==> src/rtl/instr_pkg.sv <==
// Shared instruction-encoding definitions: widths, opcode constants and the
// function-index to opcode map used by both the encoder and the decoder.
package instr_pkg;

    localparam int OP_W = 4;
    localparam int FN_N = 14;

    localparam logic [OP_W-1:0] OP_F0  = 4'h0;
    localparam logic [OP_W-1:0] OP_F1  = 4'h1;
    localparam logic [OP_W-1:0] OP_F2  = 4'h2;
    localparam logic [OP_W-1:0] OP_F3  = 4'h3;
    localparam logic [OP_W-1:0] OP_F4  = 4'h4;
    localparam logic [OP_W-1:0] OP_F5  = 4'h5;
    localparam logic [OP_W-1:0] OP_F6  = 4'h6;
    localparam logic [OP_W-1:0] OP_F7  = 4'h7;
    localparam logic [OP_W-1:0] OP_F8  = 4'h8;
    localparam logic [OP_W-1:0] OP_F9  = 4'hA;
    localparam logic [OP_W-1:0] OP_F10 = 4'hB;
    localparam logic [OP_W-1:0] OP_F11 = 4'hC;
    localparam logic [OP_W-1:0] OP_F12 = 4'hD;
    localparam logic [OP_W-1:0] OP_F13 = 4'hF;

    typedef enum logic {
        ST_IDLE = 1'b0,
        ST_EMIT = 1'b1
    } enc_state_t;

    // Opcodes 0x9 and 0xE are reserved; out-of-range indices fold to OP_F0.
    function automatic logic [OP_W-1:0] fn_to_op(input logic [3:0] idx);
        logic [OP_W-1:0] op;
        case (idx)
            4'd0:    op = OP_F0;
            4'd1:    op = OP_F1;
            4'd2:    op = OP_F2;
            4'd3:    op = OP_F3;
            4'd4:    op = OP_F4;
            4'd5:    op = OP_F5;
            4'd6:    op = OP_F6;
            4'd7:    op = OP_F7;
            4'd8:    op = OP_F8;
            4'd9:    op = OP_F9;
            4'd10:   op = OP_F10;
            4'd11:   op = OP_F11;
            4'd12:   op = OP_F12;
            4'd13:   op = OP_F13;
            default: op = OP_F0;
        endcase
        return op;
    endfunction

endpackage

==> src/rtl/instr_bit_pick.sv <==
// Combinational priority picker over a pending function vector: selected
// index, one-hot clear mask, and whether exactly one bit is set.
module instr_bit_pick
    import instr_pkg::*;
#(
    parameter bit HIGH_FIRST = 1'b0
) (
    input  logic [FN_N-1:0] pend,
    output logic [3:0]      sel_idx,
    output logic [FN_N-1:0] clr_mask,
    output logic            single
);

    logic [3:0] idx_s;

    // Scan so the last match written is the winning priority.
    always_comb begin
        idx_s = 4'd0;
        if (HIGH_FIRST) begin
            for (int i = 0; i < FN_N; i++) begin
                idx_s = pend[i] ? 4'(i) : idx_s;
            end
        end else begin
            for (int i = FN_N - 1; i >= 0; i--) begin
                idx_s = pend[i] ? 4'(i) : idx_s;
            end
        end
    end

    assign sel_idx  = idx_s;
    assign clr_mask = (pend != 14'd0) ? (14'd1 << idx_s) : 14'd0;
    assign single   = (pend != 14'd0) && ((pend & (pend - 14'd1)) == 14'd0);

endmodule

==> src/rtl/instruction_encoder_seq.sv <==
// Sequential instruction encoder: accepts a multi-hot function vector and
// streams one registered opcode per handshake, with zero-bubble chaining.
module instruction_encoder_seq
    import instr_pkg::*;
#(
    parameter bit HIGH_FIRST = 1'b0
) (
    input  logic        clk,
    input  logic        rst_n,
    input  logic [13:0] in_f,
    input  logic        in_valid,
    output logic        in_ready,
    output logic [3:0]  op_code,
    output logic        op_valid,
    input  logic        op_ready,
    output logic        op_last,
    output logic        err_empty
);

    enc_state_t      state_r, state_n_s;
    logic [FN_N-1:0] pend_r, pend_n_s;
    logic [OP_W-1:0] op_code_r, code_n_s;
    logic            op_valid_r, valid_n_s;
    logic            op_last_r, last_n_s;
    logic            err_r, err_n_s;

    logic            hs_s, acc_s, load_s, in_ready_s;
    logic [FN_N-1:0] pick_src_s, clr_mask_s;
    logic [3:0]      sel_idx_s;
    logic            single_s;

    // pend_r holds the bits not yet shown on op_code; the shown one is already cleared.
    assign hs_s       = op_valid_r && op_ready;
    assign in_ready_s = (state_r == ST_IDLE) ||
                        ((state_r == ST_EMIT) && op_ready && op_last_r);
    assign acc_s      = in_valid && in_ready_s;
    assign load_s     = acc_s && (in_f != 14'd0);
    assign pick_src_s = load_s ? in_f : pend_r;

    instr_bit_pick #(.HIGH_FIRST(HIGH_FIRST)) u_pick (
        .pend     (pick_src_s),
        .sel_idx  (sel_idx_s),
        .clr_mask (clr_mask_s),
        .single   (single_s)
    );

    // Next-state, pending and output-register update.
    always_comb begin
        state_n_s = state_r;
        pend_n_s  = pend_r;
        code_n_s  = op_code_r;
        valid_n_s = op_valid_r;
        last_n_s  = op_last_r;
        err_n_s   = 1'b0;
        case (state_r)
            ST_IDLE: begin
                if (load_s) begin
                    state_n_s = ST_EMIT;
                    pend_n_s  = pick_src_s & ~clr_mask_s;
                    code_n_s  = fn_to_op(sel_idx_s);
                    valid_n_s = 1'b1;
                    last_n_s  = single_s;
                end else begin
                    err_n_s = acc_s;
                end
            end
            ST_EMIT: begin
                if (hs_s && (load_s || !op_last_r)) begin
                    pend_n_s  = pick_src_s & ~clr_mask_s;
                    code_n_s  = fn_to_op(sel_idx_s);
                    valid_n_s = 1'b1;
                    last_n_s  = single_s;
                end else if (hs_s) begin
                    state_n_s = ST_IDLE;
                    pend_n_s  = 14'd0;
                    code_n_s  = 4'h0;
                    valid_n_s = 1'b0;
                    last_n_s  = 1'b0;
                    err_n_s   = acc_s;
                end else begin
                    state_n_s = ST_EMIT;
                end
            end
            default: begin
                state_n_s = ST_IDLE;
                pend_n_s  = 14'd0;
                code_n_s  = 4'h0;
                valid_n_s = 1'b0;
                last_n_s  = 1'b0;
            end
        endcase
    end

    // State, pending vector and registered outputs.
    always_ff @(posedge clk or negedge rst_n) begin
        if (!rst_n) begin
            state_r    <= ST_IDLE;
            pend_r     <= 14'd0;
            op_code_r  <= 4'h0;
            op_valid_r <= 1'b0;
            op_last_r  <= 1'b0;
            err_r      <= 1'b0;
        end else begin
            state_r    <= state_n_s;
            pend_r     <= pend_n_s;
            op_code_r  <= code_n_s;
            op_valid_r <= valid_n_s;
            op_last_r  <= last_n_s;
            err_r      <= err_n_s;
        end
    end

    assign in_ready  = in_ready_s;
    assign op_code   = op_code_r;
    assign op_valid  = op_valid_r;
    assign op_last   = op_last_r;
    assign err_empty = err_r;

endmodule

==> config.mk <==
export PLATFORM = sky130hd
export DESIGN_NAME = instruction_encoder_seq
export DESIGN_NICKNAME = d
export VERILOG_FILES = /design/src/rtl/instr_pkg.sv /design/src/rtl/instr_bit_pick.sv /design/src/rtl/instruction_encoder_seq.sv
export SDC_FILE = /design/constraint.sdc
export NUM_CORES = 1
export LEC_CHECK = 0
export BUFFER_PORTS_ARGS = -buffer_cell sky130_fd_sc_hd__buf_2
export CAP_MARGIN = 20
export CORE_ASPECT_RATIO = 1.5
export CORE_MARGIN = 8
export CORE_UTILIZATION = 54
export CTS_BUF_LIST = sky130_fd_sc_hd__clkbuf_2
export DETAILED_ROUTE_END_ITERATION = 6
export PLACE_DENSITY = 0.75
export SETUP_SLACK_MARGIN = 0.5
export SYNTH_ARGS = -nofsm -noshare
export SYNTH_HDL_FRONTEND = slang
export SYNTH_HIERARCHICAL = 1
export SYNTH_SLANG_ARGS = --single-unit
==> constraint.sdc <==
create_clock -name clk -period 3.29 [get_ports clk]
set_input_delay 0.1645 -clock clk [delete_from_list [all_inputs] [get_ports clk]]
set_output_delay 0.1645 -clock clk [all_outputs]
set_load 0.02 [all_outputs]
# Word-level counts from Yosys, hierarchy flattened
# Memory sizes are Yosys's and may differ from the RTL's.
# Cells that the tools add are included.
[totals]
register_bits = 22
latchBits = 0
ramBits = 0
mem_bits_ro = 128
out_inout_bits = 8
word_cells = 69
mem_count = 2
[mem_list]
columns = ["memory", "depth", "width", "rd", "rd_ports_with_merged_regs", "write_ports", "line_no", "text"]
rows = [
  ["(name not given)", 16, 4, 1, 0, 0, "instr_pkg.sv:31", "case (idx)"],
  ["(name not given)", 16, 4, 1, 0, 0, "instr_pkg.sv:31", ""],
]
[op_classes]
addsub = 1
mul = 0
div_mod_pow = 0
magnitude_cmp = 0
n_eq_ne = 2
n_shift = 1
muxes = 39
n_bitwise = 4
reduce_logical = 14
[op_table]
columns = ["cell", "count"]
rows = [
  ["$mux W14", 5],
  ["$mux W4", 17],
  ["$and A14 B14 Y14", 2],
  ["$pmux W14 S2", 1],
  ["$reduce_bool A14 Y1", 2],
  ["$logic_not A14 Y1", 1],
  ["$not A14 Y14", 1],
  ["$shl A1 B4 Y14 const A", 1],
  ["$sub A14 B1 Y14 const B", 1],
  ["$mux W1", 11],
  ["$pmux W1 S2", 4],
  ["$pmux W4 S2", 1],
  ["$logic_and A1 B1 Y1", 7],
  ["$ne A3 B1 Y1 const B", 1],
  ["$logic_or A1 B1 Y1", 2],
  ["$ne A2 B2 Y1 const B", 1],
  ["$reduce_and A2 Y1", 1],
  ["$logic_not A1 Y1", 1],
  ["$not A1 Y1", 1],
]

# Logic depth before layout (Yosys ltp)
# Gate-level depths: netlist of run 1.
[logic_depth]
depth_word = 26
ltp_mapped = 15
mapped_depth_nobuf = 14

# By module
# Netlist of run 1, hierarchy kept.
[modules_own_cells]
columns = ["module", "instances", "cells_each", "area_each_um2"]
rows = [
  ["instruction_encoder_seq", 1, 147, 1400.1],
  ["instr_bit_pick", 1, 73, 419.2],
]

# Worst setup path before layout of run 1
# Ideal clock, no wire load.
[synth_timing]
path_kind = "input to register"
from = "input port in_f[0]"
to = "register op_code_r[0] (netlist: op_code[0])"
setup_time_ps = 96
arrival_ps = 3436
required_time_ps = 3194
setup_slack_ps = -241
stages = 10
path_buffers = 1
path_cell_list = "or4_4 > o41ai_4 > a21oi_4 > buf_6 > mux2_2 > nor4_2 > and2_1 > a21boi_0 > mux2_2 > o31ai_1"
[synth_between]
word_cells_on_any_way = 27
classes_between = "eq/ne (2); mux (18); reduce/logical (5); memory (2)"
[synth_rtl]
columns = ["element", "line_no", "text"]
rows = [
  ["from (decl)", "instruction_encoder_seq.sv:10", "input logic [13:0] in_f,"],
  ["$reduce_bool A14 Y1 (*)", "instruction_encoder_seq.sv:37", "assign load_s = acc_s && (in_f != 14'd0);"],
  ["$logic_and A1 B1 Y1 (*)", "instruction_encoder_seq.sv:37", ""],
  ["$mux W14 (*)", "instruction_encoder_seq.sv:38", "assign pick_src_s = load_s ? in_f : pend_r;"],
  ["net pick_src_s[3]", "instruction_encoder_seq.sv:28", "logic [FN_N-1:0] pick_src_s, clr_mask_s;"],
  ["$mux W4 (*) (4 in a row)", "instr_bit_pick.sv:25", "idx_s = pend[i] ? 4'(i) : idx_s;"],
  ["net sel_idx_s[3]", "instruction_encoder_seq.sv:29", "logic [3:0] sel_idx_s;"],
  ["$mem_v2 Z16 W4", "-", ""],
  ["$mux W4, on equally long branches", "instruction_encoder_seq.sv:68, instruction_encoder_seq.sv:57", ""],
  ["$pmux W4 S2 (*)", "instruction_encoder_seq.sv:55", "case (state_r)"],
  ["to (signal assigned)", "instruction_encoder_seq.sv:106", "op_code_r <= code_n_s;"],
  ["to (decl)", "instruction_encoder_seq.sv:22", "logic [OP_W-1:0] op_code_r, code_n_s;"],
]
# The timed path passes the listed nets; every way through them passes the cells marked *. The select of a mux whose other input is x is not followed.
# A chain may end at the register's enable or synchronous reset.

# Worst setup path after layout of run 1
[layout_timing]
from = "input port in_f[13]"
to = "register pend_r[11]"
[layout_between]
word_cells_on_any_way = 30
classes_between = "eq/ne (2); shift (1); mux (19); bitwise (2); reduce/logical (6)"
[layout_rtl]
columns = ["element", "line_no", "text"]
rows = [
  ["$reduce_bool A14 Y1 (*)", "instruction_encoder_seq.sv:37", ""],
  ["$logic_and A1 B1 Y1 (*)", "instruction_encoder_seq.sv:37", ""],
  ["$mux W14 (*)", "instruction_encoder_seq.sv:38", ""],
  ["net pick_src_s[12]", "instruction_encoder_seq.sv:28", ""],
  ["$mux W4 (13 in a row)", "instr_bit_pick.sv:25", ""],
  ["$shl A1 B4 Y14", "instr_bit_pick.sv:31", "assign clr_mask = (pend != 14'd0) ? (14'd1 << idx_s) : 14'd0;"],
  ["$mux W14 (*)", "instr_bit_pick.sv:31", ""],
  ["net clr_mask_s[11]", "instruction_encoder_seq.sv:28", ""],
  ["$not A14 Y14 (*)", "instruction_encoder_seq.sv:59, instruction_encoder_seq.sv:69", ""],
  ["$and A14 B14 Y14 (*)", "instruction_encoder_seq.sv:59, instruction_encoder_seq.sv:69", ""],
  ["$mux W14, on equally long branches", "instruction_encoder_seq.sv:68, instruction_encoder_seq.sv:57", ""],
  ["$pmux W14 S2 (*)", "instruction_encoder_seq.sv:55", ""],
  ["to (signal assigned)", "instruction_encoder_seq.sv:105", "pend_r <= pend_n_s;"],
  ["to (decl)", "instruction_encoder_seq.sv:21", "logic [FN_N-1:0] pend_r, pend_n_s;"],
]
# Marked as above.

==> results.tsv, run 1 <==
stage	metric	value	unit
run	maxcap violations	0	
detailed_routing	Final ANT Viol Nets	0	
global_routing	largest net degree at the start of global routing	23	
yosys	synth top area cells	dfrtp_1 30%, mux2_2 8.7%, nor2_1 7.4%	
sta	Slew HR	45.1	%
sta	Setup violations, final	0	
yosys	Synth Cell Area	1820	µm²
yosys	yosys warns	6	
sta	max frequency	319	MHz
global_routing	Global Route Usage Sum	23.2	%
worst_hold_path	worst hold start	in_valid	
floorplan	starting density of the core	54.8	%
global_routing	grt ovf	0	
outcome	status	finished clean	
global_routing	first-pass GRT wire length	10.2	mm
setup_path	cell depth of the worst flop-to-flop path	11	
yosys	number of flops mapped to enable cells by yosys	0	
yosys	library cells used by synthesis	49	
detailed_routing	Vias	2238	
final_layout	fill cell count	198	
floorplan	row cnt	26	
worst_hold_path	WHS Endpoint	err_empty	
setup_path	worst r2r dst	pend_r[11]	
sta	RSZ-0062 raised after global routing	true	
setup_path	crit path capture type	flip-flop	
final_layout	# diodes	0	
detailed_routing	Iteration-0 DRC Markers	137	
floorplan	die width	63.4	µm
worst_hold_path	hold path depth	3	
yosys	post-synthesis sequential area ratio	30.3	%
final_layout	Final #Nets	323	
floorplan	Die ar.	5520	µm²
floorplan	Core Region	3320	µm²
clocking	CTS Buf Count	3	
clocking	Root Driver	clkbuf_2	
yosys	Yosys top cell area share	30.3	%
setup_path	Arr. time, crit path	3.40	ns
detailed_routing	WL final	7.41	mm
detailed_routing	Detailed Routing Iterations Pass 1	7	
yosys	Post-Synthesis Cells	220	
setup_path	Startpoint Class	input port	
clocking	CTS max path bufs	2	
sta	Final WS setup	0.156	ns
sta	clock skew	0.0158	ns
power_and_ir_drop	power density over the cells	1120	nW/µm²
sta	endpoints failing hold	0	
detailed_routing	DRC	0	
clocking	CTS tree	built	
power_and_ir_drop	maximum VDD drop	853	µV
placement	GP Congestion	1.00	
yosys	Yosys reg bits	22	
yosys	Yosys top cell by area	dfrtp_1	
sta	Slew Limit Fails	0	
final_layout	Layout area overhead	52.9	%
placement	Setup Slack @ Placement	-0.119	ns
placement	post-DP HPWL	4.30	mm
final_layout	multi-input logic area	1410	µm²
yosys	post-synthesis async set-or-reset flop share	100	%
clocking	Worst-Skew Late Latency	0.36	ns
yosys	post-synth net total	241	
setup_path	critical path fanouts, max	5	
sta	Sum Neg Setup Slack	0	ns
sta	Worst-Margin Slew	0.816	ns
floorplan	Die Ht	87.1	µm
final_layout	Sequential cell area	551	µm²
setup_path	FF-to-FF Start	op_last	
power_and_ir_drop	leakage dissipation	1.26	nW
worst_hold_path	Worst Hold Class	input port to flip-flop	
yosys	top_reg_cell synth	dfrtp_1	
sta	fin crit period	3.13	ns
yosys	Mean Syn Cell Area	8.27	µm²
final_layout	share of cells above drive strength 1	51.5	%
power_and_ir_drop	total power	3.11	mW
global_routing	initial antenna violation count	0	
clocking	CTS sink cnt	22	
global_routing	vias in the first global route	2112	
setup_path	critical path class	input port to flip-flop	
sta	Final period util	95.3	%
floorplan	top-level I/O count	26	
setup_path	CP required	3.55	ns
final_layout	post-layout util	83.8	%
clocking	Reg clk slew, reported paths	0.27	ns
setup_path	internal reg-to-reg setup slack	0.20	ns
clocking	# H-tree levels	1	
placement	IO Port Bufs	25	
detailed_routing	DR WL/cell	21.6	µm
detailed_routing	DR vias/cell	6.52	
sta	WHS	0.00857	ns
synth_stat cells, drive strengths merged (2+ instances only):
cell	number
a21boi	2
a21oi	7
and2	2
and3	2
buf	3
clkbuf	7
dfrtp	22
ha	3
inv	23
mux2	15
nand2	15
nand2b	3
nand3	6
nand3b	2
nor2	37
nor3	4
nor4	3
o211ai	6
o21ai	16
o22ai	2
o31ai	5
o32ai	14
o41ai	2
or2	2
or3	2
or4	4
metal layers:
metal / vias to the layer above / routed length, µm / track usage, %
met1: 1088 / 2620 / 23.9
met2: 132 / 3910 / 43.2
met3: 43 / 479 / 3.22
li1: 975 / - / -
met4: 0 / 389 / 13.2
met5: - / 0 / 0
kinds of logic (layout without fill, tap and decap cells):
family / Yosys count / in the layout / share of synthesized area (%)
simple gates: 82 / 82 / 22.6
compound gates: 63 / 64 / 27.2
buf+inv: 33 / 113 / 7.29
flops: 22 / 22 / 30.3
mux: 16 / 16 / 10.0
fa+ha+maj: 4 / 4 / 2.61
cells in the final DEF (no fill, tap or decap), types with 3 or more instances in the layout:
cell type / instances
buf_4: 52
nor2_1: 26
dfrtp_1: 22
buf_2: 22
inv_1: 20
nand2_1: 15
o21ai_1: 13
o32ai_1: 11
buf_6: 11
mux2_4: 10
nor2_2: 7
o211ai_1: 6
mux2_2: 5
o31ai_1: 5
nand3_1: 4
a21oi_1: 4
nor2_4: 4
or4_4: 3
o32ai_2: 3
clkbuf_2: 3
nor4_4: 3
power breakdown:
group          leakage [nW]  switching [mW]  internal (mW)
Clock                0.0266           0.101          0.105
Sequential            0.277          0.0667          0.372
Combinational         0.951            1.34           1.12
Total                  1.26            1.51           1.60
final cells by class:
cell class / count / share of cell area [%]
well taps: 42 / 1.89
flip-flops and latches: 22 / 19.8
repair buffers: 86 / 22.8
clock inverters: 1 / 1.08
multi-input cells: 166 / 50.6
inverters: 23 / 3.28
clock buffers: 3 / 0.540
worst max path at each step:
stage | to | depth (start not counted) | from
after global routing | op_code[1] | 16 | in_f[13]
after detailed placement | op_code[1] | 15 | in_f[5]
after global placement | op_code[1] | 15 | in_f[5]
final | pend_r[11] | 16 | in_f[13]
after CTS | op_code[1] | 16 | in_f[13]
after floorplan | op_code[1] | 14 | in_f[10]
per-stage QoR:
stage | instance area [µm²] | instances
after floorplan | 1860 | 220
after global placement | 2310 | 319
after detailed placement | 2310 | 319
after CTS | 2590 | 334
after global routing | 2780 | 343
final | 2780 | 343
worst max-delay path, cell delays in order:
cell and delay, ns:
buf_6 0.09, or4_4 0.55, o41ai_4 0.36, buf_4 0.18
a21oi_4 0.06, mux2_4 0.33, nand2b_4 0.15, a221oi_4 0.25
o221ai_2 0.15, buf_4 0.16, buf_6 0.11, nand3b_1 0.27
nor2_2 0.20, nor2_1 0.08, o21ai_1 0.16, o32ai_1 0.11
state kept, by name (all words and copies together), names as in the netlist:
register   count
op_last        1
err_empty      1
state_r        1
op_code        4
pend_r        14
op_valid       1
timing repair:
| action | in CTS | in global routing |
|---|---|---|
| pin swaps | 8 | 20 |
| hold buffers | 1 | 0 |
| setup buffers | 9 | 8 |
| endpoints found under the setup margin | 16 | 17 |
| gates cloned | 1 | 0 |
| resized for setup | 38 | 28 |
| hold endpoints to repair | 22 | 0 |
Note: power is estimated with default switching activity, not from simulation.
==> run 2, diff against run 1 <==
--- a/config.mk
+++ b/config.mk
@@ -5,13 +5,14 @@
 export SDC_FILE = /design/constraint.sdc
 export NUM_CORES = 1
 export LEC_CHECK = 0
-export BUFFER_PORTS_ARGS = -buffer_cell sky130_fd_sc_hd__buf_2
 export CAP_MARGIN = 20
 export CORE_ASPECT_RATIO = 1.5
 export CORE_MARGIN = 8
-export CORE_UTILIZATION = 54
+export CORE_UTILIZATION = 60
 export CTS_BUF_LIST = sky130_fd_sc_hd__clkbuf_2
 export DETAILED_ROUTE_END_ITERATION = 6
+export DONT_BUFFER_PORTS = 1
+export MAX_ROUTING_LAYER = met4
 export PLACE_DENSITY = 0.75
 export SETUP_SLACK_MARGIN = 0.5
 export SYNTH_ARGS = -nofsm -noshare
==> run 2 against run 1 <==
Compared with the run above:
- die area fell by 7.9%
- fmax is 2.8% lower
- wire length grew 28%
- clock skew is 0.040 ns higher
- clock-buffer cell count unchanged
- largest cell class unchanged
- core utilization increased by 9.2 points
- flip-flop and latch count did not move
- critical path type unchanged
- hold slack better by 0.0081 ns
- largest power group unchanged
==> results.tsv, run 2 (synthesized netlist as in run 1, its figures left out) <==
stage	metric	value	unit
outcome	status	finished clean	
clocking	CTS Buf Count	3	
floorplan	starting density of the core	62.5	%
power_and_ir_drop	leakage dissipation	1.14	nW
sta	max frequency	310	MHz
setup_path	critical path fanouts, max	7	
clocking	CTS sink cnt	22	
detailed_routing	DR WL/cell	30.2	µm
final_layout	commonest cells after routing, fill and taps aside	34 x buf_4, 24 x nor2_1, 22 x dfrtp_1	
detailed_routing	Vias	2421	
power_and_ir_drop	maximum VDD drop	967	µV
sta	RSZ-0062 raised after global routing	true	
global_routing	Global Route Usage Sum	28.1	%
placement	IO Port Bufs	0	
setup_path	CP required	3.61	ns
sta	Final period util	98.0	%
global_routing	vias in the first global route	2158	
final_layout	cell area after layout	2710	µm²
final_layout	Final #Nets	297	
global_routing	first-pass GRT wire length	10.6	mm
detailed_routing	Detailed Routing Iterations Pass 1	5	
setup_path	Worst path max stage delay	0.55	ns
clocking	CTS tree	built	
sta	fin crit period	3.22	ns
setup_path	critical-path cell list	or4_4 > o41ai_4 > a21oi_4 > buf_4 > mux2_4 > inv_2 > a221oi_4 > o221ai_4 > a21o_4 > buf_4 > nor3_4 > nor2_1 > o21ai_2 > o32ai_2	
global_routing	grt ovf	0	
floorplan	Die Ht	83.4	µm
sta	endpoints failing hold	0	
floorplan	row cnt	24	
detailed_routing	DR vias/cell	7.71	
setup_path	cell depth of the worst flop-to-flop path	13	
global_routing	largest net degree at the start of global routing	23	
setup_path	internal reg-to-reg setup slack	0.08	ns
setup_path	Arr. time, crit path	3.54	ns
final_layout	share of cells above drive strength 1	43.3	%
setup_path	FF-to-FF Start	op_last	
setup_path	Startpoint Class	input port	
setup_path	critical path class	input port to flip-flop	
floorplan	Core Region	2910	µm²
setup_path	worst r2r dst	op_last	
detailed_routing	WL final	9.48	mm
placement	Placed Area	2000	µm²
worst_hold_path	Worst Hold Class	input port to async pin	
sta	Worst-Margin Slew	0.857	ns
setup_path	Worst path slowest cell	or4_4	
clocking	Reg clk slew, reported paths	0.30	ns
floorplan	die width	61.0	µm
detailed_routing	DRC	0	
clocking	Root Driver	clkbuf_2	
placement	GP Congestion	0.923	
clocking	# H-tree levels	1	
final_layout	Largest register FFs	14	
floorplan	Die ar.	5090	µm²
sta	Slew HR	42.4	%
final_layout	# diodes	0	
sta	clock skew	0.0553	ns
sta	Setup violations, final	0	
final_layout	Largest Register	pend_r	
final_layout	Layout area overhead	49.0	%
sta	Slew Limit Fails	0	
clocking	CTS max path bufs	2	
final_layout	post-layout util	93.0	%
global_routing	initial antenna violation count	0	
run	maxcap violations	0	
floorplan	top-level I/O count	26	
setup_path	crit path capture type	flip-flop	
detailed_routing	Final ANT Viol Nets	0	
setup_path	most used cell along the critical path	buf_4	
detailed_routing	Iteration-0 DRC Markers	397	
placement	post-DP HPWL	4.10	mm
clocking	Worst-Skew Late Latency	0.42	ns
power_and_ir_drop	power density over the cells	1190	nW/µm²
final_layout	leading cell type in the layout, fill and taps excluded	buf_4	
run 2: how the worst max path moves through the flow:
stage / startpoint / endpoint / slack [ns] / depth (start not counted)
floorplan: in_f[10] / op_code[1] / -0.11 / 14
global placement: in_f[10] / pend_r[4] / -0.008 / 13
detailed placement: in_f[10] / op_code[1] / -0.08 / 14
CTS: in_f[3] / op_code[1] / 0.36 / 14
global route: op_last / op_last / -0.06 / 13
finish: in_f[12] / pend_r[9] / 0.07 / 14
run 2: critical path, delay by kind of cell:
family	cells	cell delay (ns)
buf+inv	3	0.44
compound gates	7	1.71
mux	1	0.26
simple gates	3	0.95
run 2: power by group:
group	leakage (nW)	switching, mW	internal [mW]
Combinational	0.834	1.49	1.03
Sequential	0.277	0.118	0.371
Clock	0.0266	0.109	0.104
Total	1.14	1.72	1.51
run 2: what timing repair did:
action | in CTS | in global routing
resized for setup | 37 | 36
buffers inserted | 15 | 9
pin swaps | 20 | 30
hold buffers | 16 | 0
endpoints found under the setup margin | 16 | 17
hold endpoints to repair | 37 | 0
run 2: layer usage:
layer	part of all wire (%)	up-vias	global-route usage (%)
met2	46	272	46.7
li1	-	918	-
met4	11	0	19.8
met1	30	1110	25.6
met5	0	-	-
met3	13	121	8.80
run 2: area by class of cell:
type | count | area (µm²)
Multi-Input combinational cell | 165 | 1430
Sequential cell | 22 | 551
Timing Repair Buffer | 61 | 543
Fill cell | 95 | 203
Inverter | 23 | 91.3
Tap cell | 39 | 48.8
Clock inverter | 1 | 30.0
Clock buffer | 3 | 15.0
run 2: metrics by stage:
step                      instances  hold slack (ns)  TNS (ns)  power, mW  worst slack (ns)
after global routing            314           0.0267   -0.0953       3.30           -0.0557
after CTS                       303          0.00599         0       2.61             0.357
final                           314           0.0167         0       3.23            0.0672
after detailed placement        268           -0.130    -0.148       2.02           -0.0805
after floorplan                 220           -0.131    -0.217       1.57            -0.109
after global placement          268           -0.130  -0.00804       1.96          -0.00804
==> run 3, diff against run 2 <==
--- a/config.mk
+++ b/config.mk
@@ -8,12 +8,12 @@
 export CAP_MARGIN = 20
 export CORE_ASPECT_RATIO = 1.5
 export CORE_MARGIN = 8
-export CORE_UTILIZATION = 60
+export CORE_UTILIZATION = 53
 export CTS_BUF_LIST = sky130_fd_sc_hd__clkbuf_2
 export DETAILED_ROUTE_END_ITERATION = 6
 export DONT_BUFFER_PORTS = 1
 export MAX_ROUTING_LAYER = met4
-export PLACE_DENSITY = 0.75
+export PLACE_DENSITY = 0.67
 export SETUP_SLACK_MARGIN = 0.5
 export SYNTH_ARGS = -nofsm -noshare
 export SYNTH_HDL_FRONTEND = slang
==> run 3 against run 2 <==
Compared with the run above:
- fmax grew 7.8%
- largest cell class unchanged
- setup slack gained 0.23 ns
- core utilization shrank 16 points
- wire length shrank 31%
- first-iteration DRC count shrank 60%
- critical path depth is the same
- cell area shrank 4.2%
- critical endpoint is now pend_r[7]
==> results.tsv, run 3 (synthesized netlist as in run 1, its figures left out) <==
stage	metric	value	unit
outcome	status	finished clean	
sta	RSZ-0062 raised after global routing	true	
clocking	CTS tree	built	
detailed_routing	DR vias/cell	6.67	
detailed_routing	Iteration-0 DRC Markers	158	
setup_path	internal reg-to-reg setup slack	0.38	ns
setup_path	critical path class	input port to flip-flop	
global_routing	first-pass GRT wire length	9.50	mm
final_layout	Layout area overhead	42.6	%
clocking	CTS max path bufs	2	
global_routing	largest net degree at the start of global routing	23	
setup_path	Arr. time, crit path	3.18	ns
final_layout	leading cell type in the layout, fill and taps excluded	buf_4	
setup_path	crit path capture type	flip-flop	
final_layout	Final #Nets	290	
final_layout	# diodes	0	
clocking	Reg clk slew, reported paths	0.24	ns
setup_path	Startpoint Class	input port	
power_and_ir_drop	power density over the cells	1100	nW/µm²
sta	max frequency	334	MHz
power_and_ir_drop	leakage dissipation	1.10	nW
final_layout	Largest register FFs	14	
detailed_routing	WL final	6.51	mm
floorplan	starting density of the core	54.3	%
sta	fin crit period	2.99	ns
setup_path	critical path fanouts, max	6	
sta	endpoints failing hold	0	
sta	Final period util	90.9	%
final_layout	post-layout util	77.4	%
placement	Placed Area	2020	µm²
power_and_ir_drop	maximum VDD drop	730	µV
final_layout	share of cells above drive strength 1	38.4	%
placement	post-DP HPWL	4.10	mm
sta	clock skew	0.0133	ns
worst_hold_path	Worst Hold Class	input port to flip-flop	
floorplan	Die ar.	5600	µm²
floorplan	top-level I/O count	26	
placement	IO Port Bufs	0	
sta	Slew Limit Fails	0	
detailed_routing	Detailed Routing Iterations Pass 1	6	
sta	Slew HR	25.8	%
clocking	CTS sink cnt	22	
clocking	# H-tree levels	1	
global_routing	grt ovf	0	
sta	Setup violations, final	0	
clocking	Worst-Skew Late Latency	0.36	ns
sta	Worst-Margin Slew	1.11	ns
global_routing	Global Route Usage Sum	21.8	%
setup_path	CP required	3.48	ns
detailed_routing	DR WL/cell	21.0	µm
floorplan	Die Ht	87.8	µm
run	maxcap violations	0	
global_routing	vias in the first global route	1938	
detailed_routing	Final ANT Viol Nets	0	
clocking	Root Driver	clkbuf_2	
global_routing	initial antenna violation count	0	
detailed_routing	Vias	2068	
sta	Final WS setup	0.299	ns
final_layout	Largest Register	pend_r	
final_layout	cell area after layout	2590	µm²
floorplan	row cnt	26	
detailed_routing	DRC	0	
placement	Setup Slack @ Placement	-0.0490	ns
placement	GP Congestion	0.962	
clocking	CTS Buf Count	3	
power_and_ir_drop	total power	2.84	mW
floorplan	die width	63.8	µm
final_layout	commonest cells after routing, fill and taps aside	29 x buf_4, 26 x nor2_1, 22 x dfrtp_1	
floorplan	Core Region	3350	µm²
[run 3: layout make-up]
cell class / count / area [µm²]
clock inverters: 1 / 30.0
clock buffers: 3 / 15.0
well taps: 42 / 52.6
multi-input cells: 166 / 1370
flip-flops and latches: 22 / 551
repair buffers: 53 / 484
inverters: 23 / 88.8
fillers: 235 / 756
[run 3: repair_timing]
| item | 4_1_cts | 5_1_grt |
|---|---|---|
| endpoints found under the setup margin | 16 | 17 |
| pin swaps | 18 | 17 |
| cloned | 1 | 0 |
| gates resized for setup | 27 | 26 |
| hold buffers | 16 | 0 |
| endpoints found under the hold margin | 37 | 0 |
| setup buffers | 11 | 5 |
[run 3: path summary, 6_finish.rpt]
check | to | cells past startpoint | start
worst max-delay path | pend_r[7] | 14 | in_f[12]
max in group asynchronous | pend_r[7] | 2 | rst_n
worst min-delay path | state_r | 3 | op_ready
worst min register to register | pend_r[1] | 2 | pend_r[1]
worst max register to register | pend_r[7] | 12 | op_last
min in group asynchronous | op_last | 1 | rst_n
[run 3: metal layers]
layer / global-route usage (%) / vias to the layer above / part of all wire (%)
met5: - / - / 0
met4: 9.37 / 0 / 5.1
met3: 3.07 / 39 / 8.1
met2: 37.4 / 138 / 50
met1: 24.5 / 992 / 36
li1: - / 899 / -
[run 3: metrics by stage]
| stage | setup TNS (ns) | std cells | hold slack, ns |
|---|---|---|---|
| 2_1_floorplan | -0.217 | 220 | -0.131 |
| 3_3_place_gp | 0 | 272 | -0.130 |
| 3_5_place_dp | -0.0959 | 272 | -0.130 |
| 4_1_cts | 0 | 304 | 0.0243 |
| 5_1_grt | 0 | 310 | 0.0320 |
| 6_report | 0 | 310 | 0.0222 |
[run 3: critical path: stages]
cell and delay (ns):
or4_4 0.55, o41ai_4 0.33, buf_4 0.20, a21oi_4 0.07, buf_6 0.14, mux2_4 0.33
a221oi_2 0.32, o221ai_2 0.15, buf_4 0.16, nand3b_1 0.24, nor2_2 0.16, nor2_1 0.06
o21ai_1 0.16, o32ai_1 0.14
[run 3: power breakdown]
part	total [mW]	internal, mW	switching [mW]	leakage [nW]
Sequential	0.472	0.371	0.101	0.277
Combinational	2.17	0.983	1.19	0.794
Clock	0.198	0.105	0.0935	0.0266
Total	2.84	1.46	1.38	1.10
